## config.mk

```make
export PLATFORM = sky130hd
export DESIGN_NAME = rps_match
export DESIGN_NICKNAME = d
export VERILOG_FILES = /design/src/rtl/rps_match.sv
export SDC_FILE = /design/constraint.sdc
export NUM_CORES = 1
export LEC_CHECK = 0
export CAP_MARGIN = 20
export CORE_ASPECT_RATIO = 1.25
export CORE_MARGIN = 2
export CORE_UTILIZATION = 35
export CTS_CLUSTER_SIZE = 8
export DETAILED_ROUTE_END_ITERATION = 8
export PLACE_DENSITY = 0.66
export SLEW_MARGIN = 10
export SYNTH_ARGS = -nofsm -noshare
export SYNTH_HDL_FRONTEND = slang
export SYNTH_SLANG_ARGS = --single-unit
```

## constraint.sdc

```tcl
create_clock -name Clk -period 4.1 [get_ports Clk]
set_input_delay 0.82 -clock Clk [delete_from_list [all_inputs] [get_ports Clk]]
set_output_delay 0.82 -clock Clk [all_outputs]
set_load 0.005 [all_outputs]
```

## src/rtl/rps_match.sv

```systemverilog
// rtl/rps_match.sv - best-of-N rock-paper-scissors match engine with LFSR bot opponent
// Define RPS_BOT_ADAPTIVE_EN to make the bot counter player 1's previous move.
module rps_match #(
  parameter int         ROUNDS_TO_WIN = 3,
  parameter int         MAX_ROUNDS    = 9,
  parameter int         CNT_W         = 4,
  parameter logic [7:0] LFSR_SEED     = 8'hA5
) (
  input  logic             Clk,
  input  logic             Rst,
  input  logic             start,
  input  logic             play_with_bot,
  input  logic [2:0]       player1_input,
  input  logic [2:0]       player2_input,
  input  logic             input_valid,
  output logic             ready,
  output logic [2:0]       player1_choice,
  output logic [2:0]       player2_choice,
  output logic [2:0]       winner_output,
  output logic             round_done,
  output logic             input_err,
  output logic [CNT_W-1:0] p1_score,
  output logic [CNT_W-1:0] p2_score,
  output logic [CNT_W-1:0] round_count,
  output logic             match_over,
  output logic [1:0]       match_winner
);

  localparam logic [1:0] S_IDLE  = 2'd0;
  localparam logic [1:0] S_WAIT  = 2'd1;
  localparam logic [1:0] S_JUDGE = 2'd2;
  localparam logic [1:0] S_DONE  = 2'd3;

  localparam logic [7:0]       SEED_EFF = (LFSR_SEED == 8'h00) ? 8'h01 : LFSR_SEED;
  localparam logic [CNT_W-1:0] RTW      = CNT_W'(ROUNDS_TO_WIN);
  localparam logic [CNT_W-1:0] MAXR     = CNT_W'(MAX_ROUNDS);

  localparam logic [2:0] ROCK     = 3'b001;
  localparam logic [2:0] PAPER    = 3'b010;
  localparam logic [2:0] SCISSORS = 3'b100;

  logic [1:0]       state_q, state_d;
  logic             bot_mode_q, bot_mode_d;
  logic [2:0]       p1_choice_q, p1_choice_d;
  logic [2:0]       p2_choice_q, p2_choice_d;
  logic [2:0]       winner_q, winner_d;
  logic             round_done_q, round_done_d;
  logic             input_err_q, input_err_d;
  logic [CNT_W-1:0] p1_score_q, p1_score_d;
  logic [CNT_W-1:0] p2_score_q, p2_score_d;
  logic [CNT_W-1:0] round_cnt_q, round_cnt_d;
  logic             match_over_q, match_over_d;
  logic [1:0]       match_winner_q, match_winner_d;
  logic [7:0]       lfsr_q, lfsr_d;

  logic [2:0]       lfsr_move, bot_move;
  logic             p1_wins, is_draw;
  logic [CNT_W-1:0] p1_next, p2_next, round_next;

  function automatic logic is_onehot(input logic [2:0] v);
    return (v == ROCK) || (v == PAPER) || (v == SCISSORS);
  endfunction

  function automatic logic [2:0] map2(input logic [1:0] b);
    case (b)
      2'b00:   return ROCK;
      2'b01:   return PAPER;
      default: return SCISSORS;
    endcase
  endfunction

  // Low pair 11 falls back to the next pair; both 11 yields paper.
  always_comb begin
    if (lfsr_q[1:0] != 2'b11)      lfsr_move = map2(lfsr_q[1:0]);
    else if (lfsr_q[3:2] != 2'b11) lfsr_move = map2(lfsr_q[3:2]);
    else                           lfsr_move = PAPER;
  end

`ifdef RPS_BOT_ADAPTIVE_EN
  function automatic logic [2:0] beater(input logic [2:0] m);
    case (m)
      ROCK:    return PAPER;
      PAPER:   return SCISSORS;
      default: return ROCK;
    endcase
  endfunction

  assign bot_move = (round_cnt_q != '0) ? beater(p1_choice_q) : lfsr_move;
`else
  assign bot_move = lfsr_move;
`endif

  assign is_draw = (p1_choice_q == p2_choice_q);
  assign p1_wins = ((p1_choice_q == ROCK)     && (p2_choice_q == SCISSORS)) ||
                   ((p1_choice_q == SCISSORS) && (p2_choice_q == PAPER))    ||
                   ((p1_choice_q == PAPER)    && (p2_choice_q == ROCK));

  assign p1_next    = p1_score_q + CNT_W'(p1_wins);
  assign p2_next    = p2_score_q + CNT_W'(!p1_wins && !is_draw);
  assign round_next = round_cnt_q + 1'b1;

  always_comb begin
    state_d        = state_q;
    bot_mode_d     = bot_mode_q;
    p1_choice_d    = p1_choice_q;
    p2_choice_d    = p2_choice_q;
    winner_d       = winner_q;
    round_done_d   = 1'b0;
    input_err_d    = 1'b0;
    p1_score_d     = p1_score_q;
    p2_score_d     = p2_score_q;
    round_cnt_d    = round_cnt_q;
    match_over_d   = match_over_q;
    match_winner_d = match_winner_q;
    lfsr_d         = {lfsr_q[6:0], lfsr_q[7] ^ lfsr_q[5] ^ lfsr_q[4] ^ lfsr_q[3]};

    case (state_q)
      S_IDLE, S_DONE: begin
        if (start) begin
          state_d        = S_WAIT;
          bot_mode_d     = play_with_bot;
          winner_d       = 3'b000;
          p1_score_d     = '0;
          p2_score_d     = '0;
          round_cnt_d    = '0;
          match_over_d   = 1'b0;
          match_winner_d = 2'b00;
        end
      end
      S_WAIT: begin
        if (input_valid) begin
          if (is_onehot(player1_input) && (bot_mode_q || is_onehot(player2_input))) begin
            p1_choice_d = player1_input;
            p2_choice_d = bot_mode_q ? bot_move : player2_input;
            state_d     = S_JUDGE;
          end else begin
            input_err_d = 1'b1;
          end
        end
      end
      S_JUDGE: begin
        winner_d     = is_draw ? 3'b100 : (p1_wins ? 3'b001 : 3'b010);
        p1_score_d   = p1_next;
        p2_score_d   = p2_next;
        round_cnt_d  = round_next;
        round_done_d = 1'b1;
        state_d      = S_WAIT;
        if (p1_next == RTW) begin
          state_d        = S_DONE;
          match_over_d   = 1'b1;
          match_winner_d = 2'b01;
        end else if (p2_next == RTW) begin
          state_d        = S_DONE;
          match_over_d   = 1'b1;
          match_winner_d = 2'b10;
        end else if (round_next == MAXR) begin
          state_d        = S_DONE;
          match_over_d   = 1'b1;
          match_winner_d = (p1_next > p2_next) ? 2'b01 :
                           (p2_next > p1_next) ? 2'b10 : 2'b11;
        end
      end
      default: state_d = S_IDLE;
    endcase
  end

  always_ff @(posedge Clk) begin
    if (Rst) begin
      state_q        <= S_IDLE;
      bot_mode_q     <= 1'b0;
      p1_choice_q    <= 3'b000;
      p2_choice_q    <= 3'b000;
      winner_q       <= 3'b000;
      round_done_q   <= 1'b0;
      input_err_q    <= 1'b0;
      p1_score_q     <= '0;
      p2_score_q     <= '0;
      round_cnt_q    <= '0;
      match_over_q   <= 1'b0;
      match_winner_q <= 2'b00;
      lfsr_q         <= SEED_EFF;
    end else begin
      state_q        <= state_d;
      bot_mode_q     <= bot_mode_d;
      p1_choice_q    <= p1_choice_d;
      p2_choice_q    <= p2_choice_d;
      winner_q       <= winner_d;
      round_done_q   <= round_done_d;
      input_err_q    <= input_err_d;
      p1_score_q     <= p1_score_d;
      p2_score_q     <= p2_score_d;
      round_cnt_q    <= round_cnt_d;
      match_over_q   <= match_over_d;
      match_winner_q <= match_winner_d;
      lfsr_q         <= lfsr_d;
    end
  end

  assign ready          = (state_q == S_WAIT);
  assign player1_choice = p1_choice_q;
  assign player2_choice = p2_choice_q;
  assign winner_output  = winner_q;
  assign round_done     = round_done_q;
  assign input_err      = input_err_q;
  assign p1_score       = p1_score_q;
  assign p2_score       = p2_score_q;
  assign round_count    = round_cnt_q;
  assign match_over     = match_over_q;
  assign match_winner   = match_winner_q;

endmodule

```

# Yosys cells after proc, flatten, opt, wreduce, memory -nomap -nowiden
# Index checks and enable logic that the tools add are counted.
op_classes:
  n_mux: 34
  order_cmp: 2
  bitwise_logic: 5
  addsub: 3
  eq_ne: 27
  reduce_logical: 25
op_table:
  columns: ["cell", "n"]
  rows:
  - ["two-way mux 2 bit", 12]
  - ["case mux 4 bit (2 select lines)", 3]
  - ["case mux 3 bit (2 select lines)", 3]
  - ["two-way mux 3 bit", 5]
  - ["equality test 3 x 1 -> 1 bit (second input constant)", 4]
  - ["equality test 3 x 2 -> 1 bit (second input constant)", 4]
  - ["equality test 3 bit (second input constant)", 4]
  - ["AND reduction 3 bit", 3]
  - ["adder 4 x 1 -> 4 bit", 2]
  - ["equality test 4 x 2 -> 1 bit (second input constant)", 2]
  - ["> comparator 4 bit", 2]
  - ["!= test 2 bit (second input constant)", 4]
  - ["logical OR 1 bit", 7]
  - ["two-way mux 1 bit", 7]
  - ["equality test 2 x 1 -> 1 bit (second input constant)", 3]
  - ["logical NOT 2 bit", 3]
  - ["case mux 2 bit (3 select lines)", 1]
  - ["logical AND 1 bit", 5]
  - ["adder 4 x 1 -> 4 bit (second input constant)", 1]
  - ["equality test 2 bit (second input constant)", 2]
  - ["equality test 4 bit (second input constant)", 1]
  - ["two-way mux 4 bit", 1]
  - ["!= test 4 bit (second input constant)", 1]
  - ["case mux 2 bit (2 select lines)", 1]
  - ["other kinds (10)", 15]
totals:
  input_bits: 11
  ff_bits: 37
  output_inout_bits: 27
  word_cells: 109

# Longest topological paths before layout
# Gate-level depths: netlist of run 1.
logic_depth:
  depth_word: 14
  mapped_depth: 14
  ltp_nobuf: 14

# Worst setup path after synthesis of run 1
# Ideal clock, no wire load.
synth_path:
  kind: "register -> register"
  startpoint: "register p2_choice_q[1] (netlist: player2_choice[1])"
  endpoint: "register match_winner_q[1] (netlist: match_winner[1])"
  path_slack_ns: 1.248
  path_stages_with_launch: 15
  setup_time_ns: 0.074
  n_path_buf: 0
  arrival_ns: 2.778
  t_required_ns: 4.026
  path_cell_list: "dfxtp_1 -> nor2_1 -> and3_1 -> a31oi_1 -> o31ai_1 -> nor2_1 -> ha_1 -> ha_1 -> xor2_1 -> ha_1 -> nand2_1 -> o21ai_0 -> nor2_1 -> or4_1 -> a31oi_1"
synth_via:
  elab_chain_cells: 13
  elab_cells_between_ends: 24
  cone_classes: "add/sub: 2; order compare: 1; eq/ne: 7; mux: 5; reduce/logical: 9"
synth_rtl:
  columns: ["element", "line_no", "text"]
  rows:
  - ["start, declared", "45", "logic [2:0] p2_choice_q, p2_choice_d;"]
  - ["start signal, assigned", "186", "p2_choice_q <= p2_choice_d;"]
  - ["equality test 3 bit or equality test 3 x 2 -> 1 bit (tied branches)", "94, 95", null]
  - ["logical AND 1 bit (on tied branches)", "94, 95", null]
  - ["logical OR 1 bit", "94", "assign p1_wins = ((p1_choice_q == ROCK) && (p2_choice_q == SCISSORS)) ||"]
  - ["logical OR 1 bit", "95", "((p1_choice_q == SCISSORS) && (p2_choice_q == PAPER)) ||"]
  - ["logical NOT 1 bit", "99", "assign p2_next = p2_score_q + CNT_W'(!p1_wins && !is_draw);"]
  - ["logical AND 1 bit", "99", null]
  - ["adder 4 x 1 -> 4 bit", "99", null]
  - ["> comparator 4 bit", "159", "match_winner_d = (p1_next > p2_next) ? 2'b01 :"]
  - ["two-way mux 2 bit", "159", null]
  - ["two-way mux 2 bit", "156", "end else if (round_next == MAXR) begin"]
  - ["two-way mux 2 bit", "152", "end else if (p2_next == RTW) begin"]
  - ["two-way mux 2 bit", "148", "if (p1_next == RTW) begin"]
  - ["case mux 2 bit (2 select lines)", "117", "case (state_q)"]
  - ["end signal, assigned", "194", "match_winner_q <= match_winner_d;"]
  - ["end, declared", "53", "logic [1:0] match_winner_q, match_winner_d;"]
# Parallel ways exist; a longest one is shown, timed or not. The select of a mux whose other input is x is not followed.
# A chain may end at the register's enable or synchronous reset.

# Worst setup path after layout of run 1
# Ends and elaborated chain as after synthesis.

==> flow_summary.yaml, run 1 <==
finish:
  num-fill-cells: 523
  layout-drive-gt1-share: 0.0695
  syn2layout_area_growth_pct: 27.3
  num_antenna_cells: 0
  multi_input_area_um2: 1060
  final_cells: 321
  seqCellArea_um2: 741
  finish.instance_area_um2: 2400
  final_nets: 282
  mostFrequentLayoutCells: "dfxtp_1, clkdlybuf4s50_1, nor2_1"
clock_network:
  htreeDepth: 2
  holdBufCountCts: 0
  cts.sinks: 37
  cts_inserted_buffers: 5
  clock_latency_ns: 0.29
  cts.path.max_buffers: 2
  post-cts-setup-buffer-count: 0
  root_buffer: "clkbuf_8"
  post_cts_resize_count: 0
  clk_pin_slew_ns: 0.08
  cts_tree: "built"
sta:
  hold_violations: 0
  finClkSkew_ns: 0.00730
  tns_ns: 0
  rsz0062_at_grt: "false"
  max_slew_margin: 0.373
  setup_viol: 0
  whs_ns: 0.408
  drv_slew: 0
  timing.final.crit_share: 0.767
  period_needed_ns: 3.15
  worst_pin_slew_ns: 0.937
  max_clock_freq_ghz: 0.318
route:
  finalWirelength_mm: 4.08
  vias_per_cell: 5.17
  post_drt_wl_per_cell_um: 12.7
  routed-via-count: 1660
  drc: 0
  postRouteAntennaNets: 0
  detail_route.iter0.violations: 65
  first_pass_iters: 4
worst_setup_path:
  rrSetupSlack_ns: 0.95
  critical_path_class: "reg -> reg"
  rr_worst_depth: 14
  setup.worst_path.start_class: "register"
  reg2reg_from: "player2_choice[1]"
  cp_max_fo: 5
  worstPathArrival_ns: 3.35
  required_ns: 4.30
  endpoint_kind: "register"
  rr_endpoint: "match_winner[1]"
synthesis:
  syn_nets: 244
  synthCells: 220
  yosysUniqueCellTypes: 38
  synth_area_per_cell_um2: 8.57
  ys_ff_latch: 37
  synth_seq_area_share: 0.393
  synth_area_um2: 1880
  yosysWarnings: 0
placement:
  globalplace.congestion: 0.764
  dp_hpwl_mm: 3.01
  placed_cells: 312
  port-buffer-count: 37
  place_area_um2: 2310
floorplanning:
  fp.dieW_um: 69.6
  rows: 29
  start_util: 0.366
  die_h_um: 86.0
  io-pin-count: 38
  core-area_um2: 5150
  fp.dieArea_um2: 5990
min_path:
  hp-class: "reg -> reg"
  hold_depth: 1
  hp-start: "lfsr_q[6]"
  holdPathEnd: "lfsr_q[7]"
pwr:
  leakagePower_uw: 0.000926
  p_per_area_nw_per_um2: 333
  peakVddDrop_mv: 0.245
grt:
  antenna_found_initial: 0
  grt_max_degree: 29
  grt_pass1_wl_mm: 6.98
  grt_usage: 0.144
  globalRoute.totalOverflow: 0
  first_global_vias: 1587
run:
  maxCapViolCount: 0
run_status:
  outcome: "completed"
[where the power goes]
| group | leakage (µW) | internal, µW | total (µW) | switching [µW] |
|---|---|---|---|---|
| combinational | 0.000579 | 65.1 | 158 | 92.6 |
| sequential | 0.000301 | 376 | 392 | 15.6 |
| clock | 0.0000450 | 118 | 248 | 131 |
[state kept, by name, summed over array words and instances, names as in the netlist]
name and count:
lfsr_q 8, player2_choice 3, round_done 1, state_q 2, winner_output 3, player1_choice 3
bot_mode_q 1, round_count 4, input_err 1, p1_score 4, match_winner 2, p2_score 4
match_over 1
[synth_stat cells, drive strengths merged]
master   number  area share
dfxtp        37        0.39
xnor2         4       0.027
nand2        13       0.026
o21ai        11       0.029
mux2i         4       0.021
o41ai         1      0.0046
o211ai        3       0.012
a311oi        2      0.0093
a22oi        13       0.052
a31oi         4       0.013
nor2b         6       0.020
nor2         30       0.061
a21o          1      0.0040
buf           1      0.0027
or4           2      0.0080
xor2          8       0.037
o31ai         1      0.0040
clkbuf        7       0.014
and2          1      0.0033
nand3b        1      0.0040
nor4          1      0.0066
a21oi        11       0.029
a211oi        1      0.0040
nand3        11       0.032
nand4         2      0.0066
inv          13       0.026
o211a         1      0.0053
o2111ai       1      0.0046
nor3          7       0.025
nand2b        4       0.013
and3          2      0.0066
ha           13       0.086
or2           3       0.010
[routing by layer]
| metal | share of wire | vias up | routed length, µm | global-route usage |
|---|---|---|---|---|
| met5 | 0 | - | 0 | 0 |
| met4 | 0.012 | 0 | 49 | 0.0577 |
| met3 | 0.041 | 4 | 166 | 0.0341 |
| met2 | 0.52 | 32 | 2120 | 0.265 |
| met1 | 0.43 | 778 | 1740 | 0.159 |
| li1 | - | 846 | - | - |
[layout make-up]
class	count	area share
Timing Repair Buffer	39	0.161
Sequential cell	37	0.309
Tap cell	62	0.0323
Clock inverter	2	0.00417
Clock buffer	6	0.0303
Inverter	13	0.0203
Multi-Input combinational cell	162	0.443
[critical path: stages (launching register included)]
cell and delay, ns:
dfxtp_1 0.35, nor2_1 0.14, and3_1 0.17, a31oi_1 0.04, o31ai_1 0.39, nor2_1 0.09, ha_1 0.22, ha_1 0.22
xor2_1 0.31, ha_1 0.21, nand2_1 0.04, o21ai_0 0.23, nor2_1 0.06, or4_1 0.39, a31oi_1 0.18
[cell families after synthesis]
| kind of cell | after synthesis | share of synthesized area |
|---|---|---|
| flip-flops | 37 | 0.393 |
| AND/OR/NAND/NOR | 83 | 0.222 |
| AO/OA/AOI/OAI | 50 | 0.171 |
| XOR/XNOR | 12 | 0.0637 |
| adder cells (fa/ha/maj) | 13 | 0.0863 |
| buffers and inverters | 21 | 0.0425 |
| multiplexers | 4 | 0.0212 |
[how the worst max path moves through the flow]
stage	startpoint	endpoint	depth (start not counted)
after floorplan	player2_choice[1]	match_winner[1]	14
after global placement	player2_choice[1]	match_winner[1]	14
after detailed placement	player2_choice[1]	match_winner[1]	14
after CTS	player2_choice[1]	match_winner[1]	14
after global routing	player2_choice[1]	match_winner[1]	14
final	player2_choice[1]	match_winner[1]	14
[per-stage QoR]
stage                     setup WS [ns]   util  power [µW]
final                             0.954  0.466         798
after global routing              0.661  0.466         844
after CTS                         0.962  0.464         804
after detailed placement          0.964  0.448         552
after global placement             1.08  0.448         551
after floorplan                    1.25      -         497
Power figures use the tool's default switching activity.
==> inputs of run 2 (changes only) <==
==> constraint.sdc (replaced) <==
create_clock -name Clk -period 3 [get_ports Clk]
set_input_delay 0.6 -clock Clk [delete_from_list [all_inputs] [get_ports Clk]]
set_output_delay 0.6 -clock Clk [all_outputs]
set_load 0.005 [all_outputs]
==> run 2 against run 1 <==
Net effect: first-iteration DRC count up 9.2%; register-to-register slack worse by 0.77 ns; worst hold slack better by 0.0054 ns; worst setup slack worse by 0.77 ns; utilization up 1.0 points; wire length up 6.4%; count of clock-buffer cells in the layout unchanged; cell count up 1.9%; combinational power up 44%; flip-flop and latch count unchanged; cell area up 2.2%; clock power up 38%.
==> flow_summary.yaml, run 2 (synthesized netlist as in run 1, its figures left out) <==
clock_network:
  cts_inserted_buffers: 5
  htreeDepth: 2
  cts.path.max_buffers: 2
  clock_latency_ns: 0.29
  cts.sinks: 37
  clk_pin_slew_ns: 0.07
  root_buffer: "clkbuf_8"
  holdBufCountCts: 0
  cts_tree: "built"
sta:
  rsz0062_at_grt: "false"
  max_clock_freq_ghz: 0.355
  setup_viol: 0
  tns_ns: 0
  hold_violations: 0
  max_slew_margin: 0.524
  timing.final.crit_share: 0.938
  whs_ns: 0.414
  period_needed_ns: 2.82
  worst_pin_slew_ns: 0.712
  drv_slew: 0
  finClkSkew_ns: 0.00311
floorplanning:
  fp.dieW_um: 69.6
  io-pin-count: 38
  start_util: 0.366
  die_h_um: 86.0
  rows: 29
  fp.dieArea_um2: 5990
  core-area_um2: 5150
finish:
  layout-drive-gt1-share: 0.0981
  num-fill-cells: 529
  mostFrequentLayoutCells: "dfxtp_1, clkdlybuf4s50_1, nor2_1"
  syn2layout_area_growth_pct: 30.1
  final_cells: 327
  num_antenna_cells: 0
  largest_register: "lfsr_q"
  largest_reg_flops: 8
  finish.instance_area_um2: 2450
  final_nets: 288
pwr:
  switchingPower_uw: 333
  comb_power_share: 0.206
  p_total_uw: 1100
  seq_power_share: 0.484
  power.internal_uw: 770
  clock_power_share: 0.310
  peakVddDrop_mv: 0.256
  leakagePower_uw: 0.000960
  power.share.switching: 0.302
  p_per_area_nw_per_um2: 450
grt:
  globalRoute.totalOverflow: 0
  grt_pass1_wl_mm: 7.48
  grt_max_degree: 22
  grt_usage: 0.156
  first_global_vias: 1643
  antenna_found_initial: 0
placement:
  globalplace.congestion: 0.767
  place_area_um2: 2350
  dp_hpwl_mm: 3.21
  port-buffer-count: 37
  placed_cells: 318
route:
  drc: 0
  routed-via-count: 1710
  post_drt_wl_per_cell_um: 13.3
  postRouteAntennaNets: 0
  first_pass_iters: 4
  vias_per_cell: 5.23
  detail_route.iter0.violations: 71
  finalWirelength_mm: 4.34
run:
  maxCapViolCount: 0
worst_setup_path:
  reg2reg_from: "player2_choice[1]"
  rrSetupSlack_ns: 0.18
  rr_endpoint: "match_winner[1]"
  worstPathArrival_ns: 3.04
  critPathLaunch: "player2_choice[1]"
  setup.worst_path.start_class: "register"
  worstSetupEndpoint: "match_winner[1]"
  required_ns: 3.23
  cp_max_fo: 4
  rr_worst_depth: 13
  critical_path_class: "reg -> reg"
  endpoint_kind: "register"
run_status:
  outcome: "completed"
min_path:
  hp-class: "reg -> reg"
[run 2: changes by cell type in the layout (fill, tap and decap cells not counted)]
| cell | change |
|---|---|
| buf_4 | +6 |
| o31ai_1 | -1 |
| o31ai_2 | +1 |
| o21ai_0 | -1 |
| o21ai_1 | +1 |
| nor2_2 | +1 |
| nor2_1 | -1 |
[run 2: layout make-up]
| cell class | count | area (µm²) | share of cell area |
|---|---|---|---|
| sequential | 37 | 741 | 0.302 |
| timing repair buffer | 45 | 430 | 0.176 |
| tap | 62 | 77.6 | 0.0316 |
| multi-input combinational | 162 | 1070 | 0.437 |
| clock buffer | 6 | 72.6 | 0.0296 |
| inverter | 13 | 48.8 | 0.0199 |
| clock inverter | 2 | 10.0 | 0.00408 |
[run 2: how the worst min path moves through the flow]
stage | from | endpoint | slack, ns | depth (start not counted)
2_1_floorplan | lfsr_q[6] | lfsr_q[7] | 0.39 | 1
3_3_place_gp | lfsr_q[6] | lfsr_q[7] | 0.40 | 1
3_5_place_dp | lfsr_q[6] | lfsr_q[7] | 0.40 | 1
4_1_cts | lfsr_q[6] | lfsr_q[7] | 0.42 | 1
5_1_grt | lfsr_q[6] | lfsr_q[7] | 0.43 | 1
6_report | lfsr_q[6] | lfsr_q[7] | 0.41 | 1
[run 2: worst max-delay path: stages (launching register included)]
cell and delay (ns):
dfxtp_1 0.32, buf_4 0.15, xor2_1 0.14, nor3_1 0.26, nor2_1 0.11, ha_1 0.22
ha_1 0.22, xor2_1 0.19, ha_1 0.32, nand2_1 0.05, o21ai_1 0.16, nor2_1 0.05
or4_1 0.40, a31oi_1 0.16
[run 2: power groups by stage]
| stage | clock (µW) | sequential (µW) | combinational (µW) |
|---|---|---|---|
| after global routing | 372 | 538 | 255 |
| after global placement | 0 | 544 | 221 |
| after detailed placement | 0 | 545 | 225 |
| after floorplan | 0 | 542 | 136 |
| after CTS | 354 | 534 | 228 |
| final | 342 | 534 | 227 |
[run 2: per-layer routing]
layer  global-route usage  up-vias  share of wire
met2                0.286       32           0.52
met1                0.177      805           0.42
met3               0.0364        5          0.042
li1                     -      868              -
met5                    0        -              0
met4               0.0524        0          0.016
[run 2: per-stage QoR]
step | worst slack [ns] | util
after detailed placement | 0.0922 | 0.457
after CTS | 0.0922 | 0.473
after floorplan | 0.148 | -
final | 0.185 | 0.476
after global routing | 0.00116 | 0.476
after global placement | 0.180 | 0.457
[run 2: what timing repair did]
| item | CTS | global route |
|---|---|---|
| setup endpoints to repair | 0 | 2 |
| gates resized for setup | 0 | 3 |
| buffers inserted | 0 | 1 |
